$ cat src/rtl/load_store_unit.sv
// Memory-stage load/store unit: byte-addressed requests to a word-addressed data memory,
// with read-modify-write for sub-word stores and sign/zero-extended load return.
module load_store_unit #(
  parameter int MEM_AW = 7,
  parameter int XLEN   = 32
) (
  input  logic              clk_i,
  input  logic              rst_i,
  input  logic              valid_i,
  input  logic              memRead_i,
  input  logic              memWrite_i,
  input  logic [2:0]        funct3_i,
  input  logic [XLEN-1:0]   addr_i,
  input  logic [XLEN-1:0]   wData_i,
  output logic              ready_o,
  output logic              done_o,
  output logic [XLEN-1:0]   rData_o,
  output logic              err_o,
  output logic [MEM_AW-1:0] mem_addr_o,
  output logic              mem_read_o,
  output logic              mem_write_o,
  output logic [XLEN-1:0]   mem_wdata_o,
  input  logic [XLEN-1:0]   mem_rdata_i
);

  typedef enum logic [1:0] {IDLE, RMW_WR, DONE} state_t;

  state_t            state_q;
  logic              done_q, err_q;
  logic [XLEN-1:0]   rdata_q, merged_q, merged_d;
  logic [MEM_AW-1:0] addr_q;

  logic              active, is_store, illegal, misaligned, req_err, acc_ok;
  logic [1:0]        lane;
  logic [MEM_AW-1:0] waddr;
  logic [7:0]        byte_v;
  logic [15:0]       half_v;
  logic [XLEN-1:0]   load_val;
  logic              unused_addr_bits;

  // Upper address bits wrap onto the 128-word memory.
  assign unused_addr_bits = ^addr_i[XLEN-1:MEM_AW+2];

  assign lane     = addr_i[1:0];
  assign waddr    = addr_i[MEM_AW+1:2];
  assign is_store = memWrite_i;
  assign active   = (state_q == IDLE) && valid_i && (memRead_i || memWrite_i);
  assign req_err  = illegal || misaligned;
  assign acc_ok   = active && !req_err;
  assign ready_o  = (state_q == IDLE);
  assign done_o   = done_q;
  assign err_o    = err_q;
  assign rData_o  = rdata_q;

  always_comb begin
    illegal    = 1'b0;
    misaligned = 1'b0;
    case (funct3_i)
      3'b000: ;
      3'b001: misaligned = addr_i[0];
      3'b010: misaligned = |addr_i[1:0];
      3'b100: illegal    = is_store;
      3'b101: begin
        illegal    = is_store;
        misaligned = addr_i[0];
      end
      default: illegal = 1'b1;
    endcase
  end

  assign byte_v = mem_rdata_i[{lane, 3'b000} +: 8];
  assign half_v = mem_rdata_i[{lane[1], 4'b0000} +: 16];

  always_comb begin
    case (funct3_i)
      3'b000:  load_val = {{(XLEN-8){byte_v[7]}}, byte_v};
      3'b001:  load_val = {{(XLEN-16){half_v[15]}}, half_v};
      3'b100:  load_val = {{(XLEN-8){1'b0}}, byte_v};
      3'b101:  load_val = {{(XLEN-16){1'b0}}, half_v};
      default: load_val = mem_rdata_i;
    endcase
  end

  always_comb begin
    merged_d = mem_rdata_i;
    if (funct3_i == 3'b000) merged_d[{lane, 3'b000} +: 8] = wData_i[7:0];
    else                    merged_d[{lane[1], 4'b0000} +: 16] = wData_i[15:0];
  end

  // Memory port is quiet (all zeros) except in an accept cycle or the RMW write cycle.
  always_comb begin
    mem_addr_o  = '0;
    mem_read_o  = 1'b0;
    mem_write_o = 1'b0;
    mem_wdata_o = '0;
    if (state_q == RMW_WR) begin
      mem_addr_o  = addr_q;
      mem_write_o = 1'b1;
      mem_wdata_o = merged_q;
    end else if (acc_ok) begin
      mem_addr_o = waddr;
      if (is_store && funct3_i == 3'b010) begin
        mem_write_o = 1'b1;
        mem_wdata_o = wData_i;
      end else begin
        mem_read_o = 1'b1;
      end
    end
  end

  always_ff @(posedge clk_i or posedge rst_i) begin
    if (rst_i) begin
      state_q  <= IDLE;
      done_q   <= 1'b0;
      err_q    <= 1'b0;
      rdata_q  <= '0;
      merged_q <= '0;
      addr_q   <= '0;
    end else begin
      done_q <= 1'b0;
      err_q  <= 1'b0;
      case (state_q)
        IDLE: begin
          if (active) begin
            if (req_err) begin
              state_q <= DONE;
              done_q  <= 1'b1;
              err_q   <= 1'b1;
            end else if (!is_store) begin
              rdata_q <= load_val;
              state_q <= DONE;
              done_q  <= 1'b1;
            end else if (funct3_i == 3'b010) begin
              state_q <= DONE;
              done_q  <= 1'b1;
            end else begin
              merged_q <= merged_d;
              addr_q   <= waddr;
              state_q  <= RMW_WR;
            end
          end
        end
        RMW_WR: begin
          state_q <= DONE;
          done_q  <= 1'b1;
        end
        DONE:    state_q <= IDLE;
        default: state_q <= IDLE;
      endcase
    end
  end

endmodule
$ cat config.mk
export PLATFORM = sky130hd
export DESIGN_NAME = load_store_unit
export DESIGN_NICKNAME = d
export VERILOG_FILES = /design/src/rtl/load_store_unit.sv
export SDC_FILE = /design/constraint.sdc
export NUM_CORES = 1
export LEC_CHECK = 0
export ABC_AREA = 1
export CAP_MARGIN = 20
export CORE_ASPECT_RATIO = 1.4
export CORE_MARGIN = 2
export CORE_UTILIZATION = 40
export CTS_BUF_LIST = sky130_fd_sc_hd__clkbuf_4
export CTS_CLUSTER_SIZE = 30
export DETAILED_ROUTE_END_ITERATION = 12
export PLACE_DENSITY = 0.71
export SYNTH_ARGS = -nofsm -noshare
export SYNTH_HDL_FRONTEND = slang
export SYNTH_SLANG_ARGS = --single-unit
export TNS_END_PERCENT = 50
$ cat constraint.sdc
create_clock -name clk_i -period 5.4 [get_ports clk_i]
set_input_delay 1.08 -clock clk_i [delete_from_list [all_inputs] [get_ports clk_i]]
set_output_delay 1.08 -clock clk_i [all_outputs]
set_load 0.02 [all_outputs]
==> results.sh, run 1 <==
export IMPL_rsz0062_at_grt="false"
export IMPL_crit_path_start_kind="primary input"
export IMPL_ioPinCount=180
export IMPL_vias_per_cell=5.066
export IMPL_cellPowerDensity_nw_per_um2=265.8
export IMPL_synth_cell_type_count=28
export IMPL_ys_seq_area_share_pct=34.98
export IMPL_drive_gt1_share_pct=4.960
export IMPL_multi_input_area_sq_um=2953
export IMPL_crit_path_end_kind="output port"
export IMPL_drc_errors=0
export IMPL_synthesis_nets=979
export IMPL_met2_length_um=9163
export IMPL_setup_tns_ns=0
export IMPL_clk_latency_ns=0.45
export IMPL_final_period_utilization_pct=90.29
export IMPL_finClkSkew_ns=0.01681
export IMPL_fin_nets=1111
export IMPL_min_path_cells=2
export IMPL_worstSetupPathType="primary input to output port"
export IMPL_rr_worst_depth=6
export IMPL_finalCriticalPeriod_ns=4.876
export IMPL_ir_drop_mv=0.1701
export IMPL_cts_resized=0
export IMPL_timing_fmax_mhz=205.1
export IMPL_pre_cts_ws_ns=0.4547
export IMPL_finalMaxSlewViolations=0
export IMPL_slowest_delay_ns=0.64
export IMPL_synthCells=871
export IMPL_path_depth=10
export IMPL_wl_per_cell_um=15.07
export IMPL_dieArea_sq_um=14370
export IMPL_worst_pin_slew_ns=0.9235
export IMPL_syn_to_final_growth_pct=33.37
export IMPL_area_sequential_sq_um=1877
export IMPL_grt_pass1_wl_um=28100
export IMPL_finalPower_uw=1902
export IMPL_grt_max_degree=63
export IMPL_cts_tree="built"
export IMPL_crit_family="buffers and inverters"
export IMPL_core_sq_um=13260
export IMPL_rows=50
export IMPL_final_antenna_net_count=0
export IMPL_firstDrtPassIters=5
export IMPL_fill_cells=1403
export IMPL_worstPathMaxFanout=27
export IMPL_drt_iter0_drc=411
export IMPL_setup_violations_final=0
export IMPL_slowest_stage="clkdlybuf4s50_1"
export IMPL_cap_violations=0
export IMPL_htreeDepth=3
export IMPL_finalHoldWorstSlack_ns=0.4967
export IMPL_io_buffers=156
export IMPL_required_ns=4.32
export IMPL_maxSlewHeadroom_pct=38.21
export IMPL_cts_made_buffers=9
export IMPL_hold_class="flip-flop to flip-flop"
export IMPL_setup_slack_ns=0.5243
export IMPL_vias=6034
export IMPL_postCtsHoldBufs=0
export IMPL_clk_pin_slew_ns=0.14
export IMPL_wl_met3_um=968
export IMPL_cp_arrival_ns=3.80
export IMPL_totalWireLength_um=17950
export IMPL_first_global_vias=5437
export IMPL_gr_total_overflow=0
export IMPL_start_util_pct=40.45
export IMPL_root_buffer="clkbuf_4"
export IMPL_clock_path_buffers=2
export IMPL_synth_seq_cells=75
export IMPL_antenna_found_initial=1
export IMPL_leakagePower_uw=0.003377
export IMPL_hpwl_um=13550
export IMPL_avgSynthCellArea_sq_um=6.160
export IMPL_status="completed"
export IMPL_fp_dieW_um=101.9
export IMPL_hold_viol=0
export IMPL_yosys_warnings=0
export IMPL_post_route_util_pct=53.95
export IMPL_synthesis_area_sq_um=5365
export IMPL_post_cts_repair_setup_buffers=0
export IMPL_die_h_um=141.0
export IMPL_routed_top_layer="met4"
export IMPL_cts_sinks=75
export IMPL_track_usage_pct=25.06
export IMPL_timing_critical_path_cells="clkdlybuf4s50_1 -> inv_1 -> ha_1 -> inv_2 -> nand4_1 -> nand3_2 -> inv_1 -> nand2_1 -> o21ai_0 -> clkdlybuf4s50_1"
export IMPL_cp_num_buf_inv=5
export IMPL_place_congestion=0.9493
export IMPL_routedLengthMet1_um=7165
## layout by cell type, fill, tap and decap left out, types with 2 or more instances in the layout
| cell | instances |
|---|---|
| a21oi_1 | 34 |
| buf_4 | 13 |
| clkbuf_4 | 9 |
| clkdlybuf4s50_1 | 155 |
| clkinv_1 | 2 |
| clkinv_2 | 2 |
| clkinv_4 | 2 |
| dfrtp_1 | 75 |
| ha_1 | 4 |
| inv_1 | 69 |
| inv_2 | 6 |
| nand2_1 | 390 |
| nand3_1 | 29 |
| nand3_2 | 2 |
| nor2_1 | 22 |
| nor2_2 | 2 |
| nor3_1 | 8 |
| o21ai_0 | 134 |
| o21ai_1 | 17 |
| o21ai_2 | 7 |
| o22ai_1 | 16 |
## path summary, 6_finish.rpt
check	startpoint	to	slack, ns
worst max-delay path	addr_i[0]	mem_addr_o[5]	0.52
worst min-delay path	rData_o[16]	rData_o[16]	0.50
worst max register to register	state_q[1]	merged_q[22]	2.83
worst min register to register	rData_o[16]	rData_o[16]	0.50
max in group asynchronous	rst_i	rData_o[19]	4.00
min in group asynchronous	rst_i	state_q[1]	0.99
## final cells by class
type                            count  share of cell area, %
Inverter                           76                  3.987
Clock buffer                        9                 0.9442
Timing Repair Buffer              170                  23.40
Clock inverter                      7                 0.9617
Tap cell                          182                  3.182
Multi-Input combinational cell    671                  41.27
Antenna cell                        1                0.03497
Sequential cell                    75                  26.23
## kinds of logic (layout without fill, tap and decap cells)
family	Yosys count	after routing	synth area share, %
AOI/OAI and AO/OA	210	210	20.55
adders and majority gates	4	4	0.9329
buffers and inverters	125	262	9.981
DFF	75	75	34.98
other	0	1	0
and+or+nand+nor	457	457	33.56
## sequential cells by signal, indices dropped and copies added, names as in the netlist
| name | count |
|---|---|
| state_q | 2 |
| done_o | 1 |
| addr_q | 7 |
| merged_q | 32 |
| err_o | 1 |
| rData_o | 32 |
## cells in the mapped netlist (all sizes together)
master / count / area, sq um
nand2: 391 / 1470
o21ai: 158 / 817.0
dfrtp: 75 / 1877
inv: 75 / 281.5
a21oi: 34 / 170.2
nand3: 31 / 165.2
buf: 29 / 173.9
nor2: 25 / 106.4
clkbuf: 20 / 76.32
o22ai: 16 / 100.1
nor3: 8 / 40.04
ha: 4 / 50.05
nand4: 2 / 18.77
a21boi: 1 / 7.510
a22oi: 1 / 7.510
clkinv: 1 / 3.750
## layer usage
| layer | track usage [%] | vias up |
|---|---|---|
| met1 | 30.71 | 2730 |
| met4 | 9.614 | 0 |
| met3 | 4.065 | 47 |
| li1 | - | 3048 |
| met5 | 0 | - |
| met2 | 43.49 | 209 |
## worst min-delay path, cell delays in order (launching register included)
cell     delay (ns)
dfrtp_1        0.37
nand2_1        0.05
nand2_1        0.05
## where the power goes
part | switching (uW) | internal [uW] | leakage (uW)
combinational | 412 | 324 | 0.00235
sequential | 82.9 | 729 | 0.000950
clock | 216 | 139 | 0.0000733
## per-stage QoR
step                      area, sq um  std cells
after floorplan                  5365        871
after global placement           6997       1173
after detailed placement         6997       1173
after CTS                        7133       1189
after global routing             7156       1191
final                            7156       1191
Note: power is estimated with default switching activity, not from simulation.
==> run 2, diff against run 1 <==
--- a/config.mk
+++ b/config.mk
@@ -14,6 +14,7 @@
 export CTS_CLUSTER_SIZE = 30
 export DETAILED_ROUTE_END_ITERATION = 12
 export PLACE_DENSITY = 0.71
+export REMOVE_ABC_BUFFERS = 1
 export SYNTH_ARGS = -nofsm -noshare
 export SYNTH_HDL_FRONTEND = slang
 export SYNTH_SLANG_ARGS = --single-unit
==> run 2 against run 1 <==
Power is 2.6% higher. Non-clock buffer count did not move. Fmax up 2.5%. Die area did not move.
==> results.sh, run 2 (same netlist as run 1, synthesis figures left out) <==
export IMPL_fin_nets=1111
export IMPL_vias_per_cell=5.067
export IMPL_core_sq_um=13260
export IMPL_dieArea_sq_um=14370
export IMPL_place_congestion=0.8647
export IMPL_setup_slack_ns=0.6451
export IMPL_clk_latency_ns=0.44
export IMPL_final_cell_mix="nand2_1, clkdlybuf4s50_1, o21ai_0"
export IMPL_wl_per_cell_um=14.80
export IMPL_cts_made_buffers=9
export IMPL_clock_path_buffers=2
export IMPL_syn_to_final_growth_pct=33.89
export IMPL_worst_pin_slew_ns=0.9226
export IMPL_post_cts_repair_setup_buffers=0
export IMPL_final_period_utilization_pct=88.05
export IMPL_cts_sinks=75
export IMPL_finalMaxSlewViolations=0
export IMPL_crit_path_start_kind="primary input"
export IMPL_crit_path_end_kind="output port"
export IMPL_required_ns=4.32
export IMPL_worstSetupPathType="primary input to output port"
export IMPL_finClkSkew_ns=0.01215
export IMPL_die_h_um=141.0
export IMPL_start_util_pct=40.45
export IMPL_io_buffers=156
export IMPL_first_global_vias=5560
export IMPL_placed_area_sq_um=7020
export IMPL_leakagePower_uw=0.003388
export IMPL_firstDrtPassIters=5
export IMPL_design_area_sq_um=7183
export IMPL_cts_resized=0
export IMPL_met2_length_um=9111
export IMPL_totalWireLength_um=17630
export IMPL_finalCriticalPeriod_ns=4.755
export IMPL_drive_gt1_share_pct=5.060
export IMPL_routedLengthMet1_um=7122
export IMPL_hold_class="flip-flop to flip-flop"
export IMPL_routed_top_layer="met4"
export IMPL_grt_max_degree=63
export IMPL_wl_met3_um=857
export IMPL_final_antenna_net_count=0
export IMPL_rows=50
export IMPL_drt_iter0_drc=415
export IMPL_ioPinCount=180
export IMPL_status="completed"
export IMPL_clk_pin_slew_ns=0.13
export IMPL_cellPowerDensity_nw_per_um2=271.8
export IMPL_hold_viol=0
export IMPL_track_usage_pct=24.32
export IMPL_pre_cts_ws_ns=0.6547
export IMPL_gr_total_overflow=0
export IMPL_rsz0062_at_grt="false"
export IMPL_vias=6035
export IMPL_maxSlewHeadroom_pct=38.42
export IMPL_final_common_cell="nand2_1"
export IMPL_drc_errors=0
export IMPL_grt_pass1_wl_um=27510
export IMPL_cap_violations=0
export IMPL_fp_dieW_um=101.9
export IMPL_timing_fmax_mhz=210.3
export IMPL_setup_tns_ns=0
export IMPL_cp_arrival_ns=3.67
export IMPL_htreeDepth=3
export IMPL_worstPathMaxFanout=23
export IMPL_post_route_util_pct=54.16
export IMPL_hpwl_um=12860
export IMPL_root_buffer="clkbuf_4"
export IMPL_setup_violations_final=0
export IMPL_antenna_found_initial=1
export IMPL_ir_drop_mv=0.1275
export IMPL_finalPower_uw=1952
export IMPL_postCtsHoldBufs=0
export IMPL_cts_tree="built"
run 2: path summary, 6_finish.rpt:
kind	start	end	slack (ns)	cells after the start
hold reg to reg	rData_o[7]	rData_o[7]	0.49	2
setup / recovery	addr_i[0]	mem_wdata_o[0]	0.65	9
setup reg to reg	state_q[1]	merged_q[19]	3.33	6
min in group asynchronous	rst_i	rData_o[18]	1.10	2
hold / removal	rData_o[7]	rData_o[7]	0.49	2
max in group asynchronous	rst_i	merged_q[27]	3.41	3
run 2: metrics by stage:
step	instances	hold slack [ns]
final	1191	0.4917
after global routing	1191	0.5121
after CTS	1190	0.4973
after detailed placement	1174	0.4647
after global placement	1174	0.4636
after floorplan	822	0.4534
run 2: area by class of cell:
class / instances / area (sq um)
Fill cell: 1409 / 6080
Antenna cell: 1 / 2.502
Clock inverter: 5 / 77.57
Multi-Input combinational cell: 671 / 2955
Inverter: 76 / 286.5
Sequential cell: 75 / 1877
Clock buffer: 11 / 82.58
Timing Repair Buffer: 170 / 1674
Tap cell: 182 / 227.7
run 2: routing by layer:
layer  global-route usage [%]  vias up
li1                         -     3050
met1                    29.02     2770
met2                    43.49      178
met3                    2.975       37
met4                    9.825        0
met5                        0        -
run 2: critical path, stage by stage:
cell             delay, ns
clkdlybuf4s50_1       0.43
inv_1                 0.08
ha_1                  0.34
inv_2                 0.10
nand4_1               0.18
nand3_2               0.30
buf_4                 0.33
o21ai_0               0.17
clkdlybuf4s50_1       0.66
run 2: where the power goes:
part	total, uW	leakage (uW)	internal, uW	switching (uW)
Sequential	808	0.000950	729	79.3
Combinational	737	0.00235	324	414
Clock	407	0.0000885	197	210
Total	1950	0.00339	1250	703
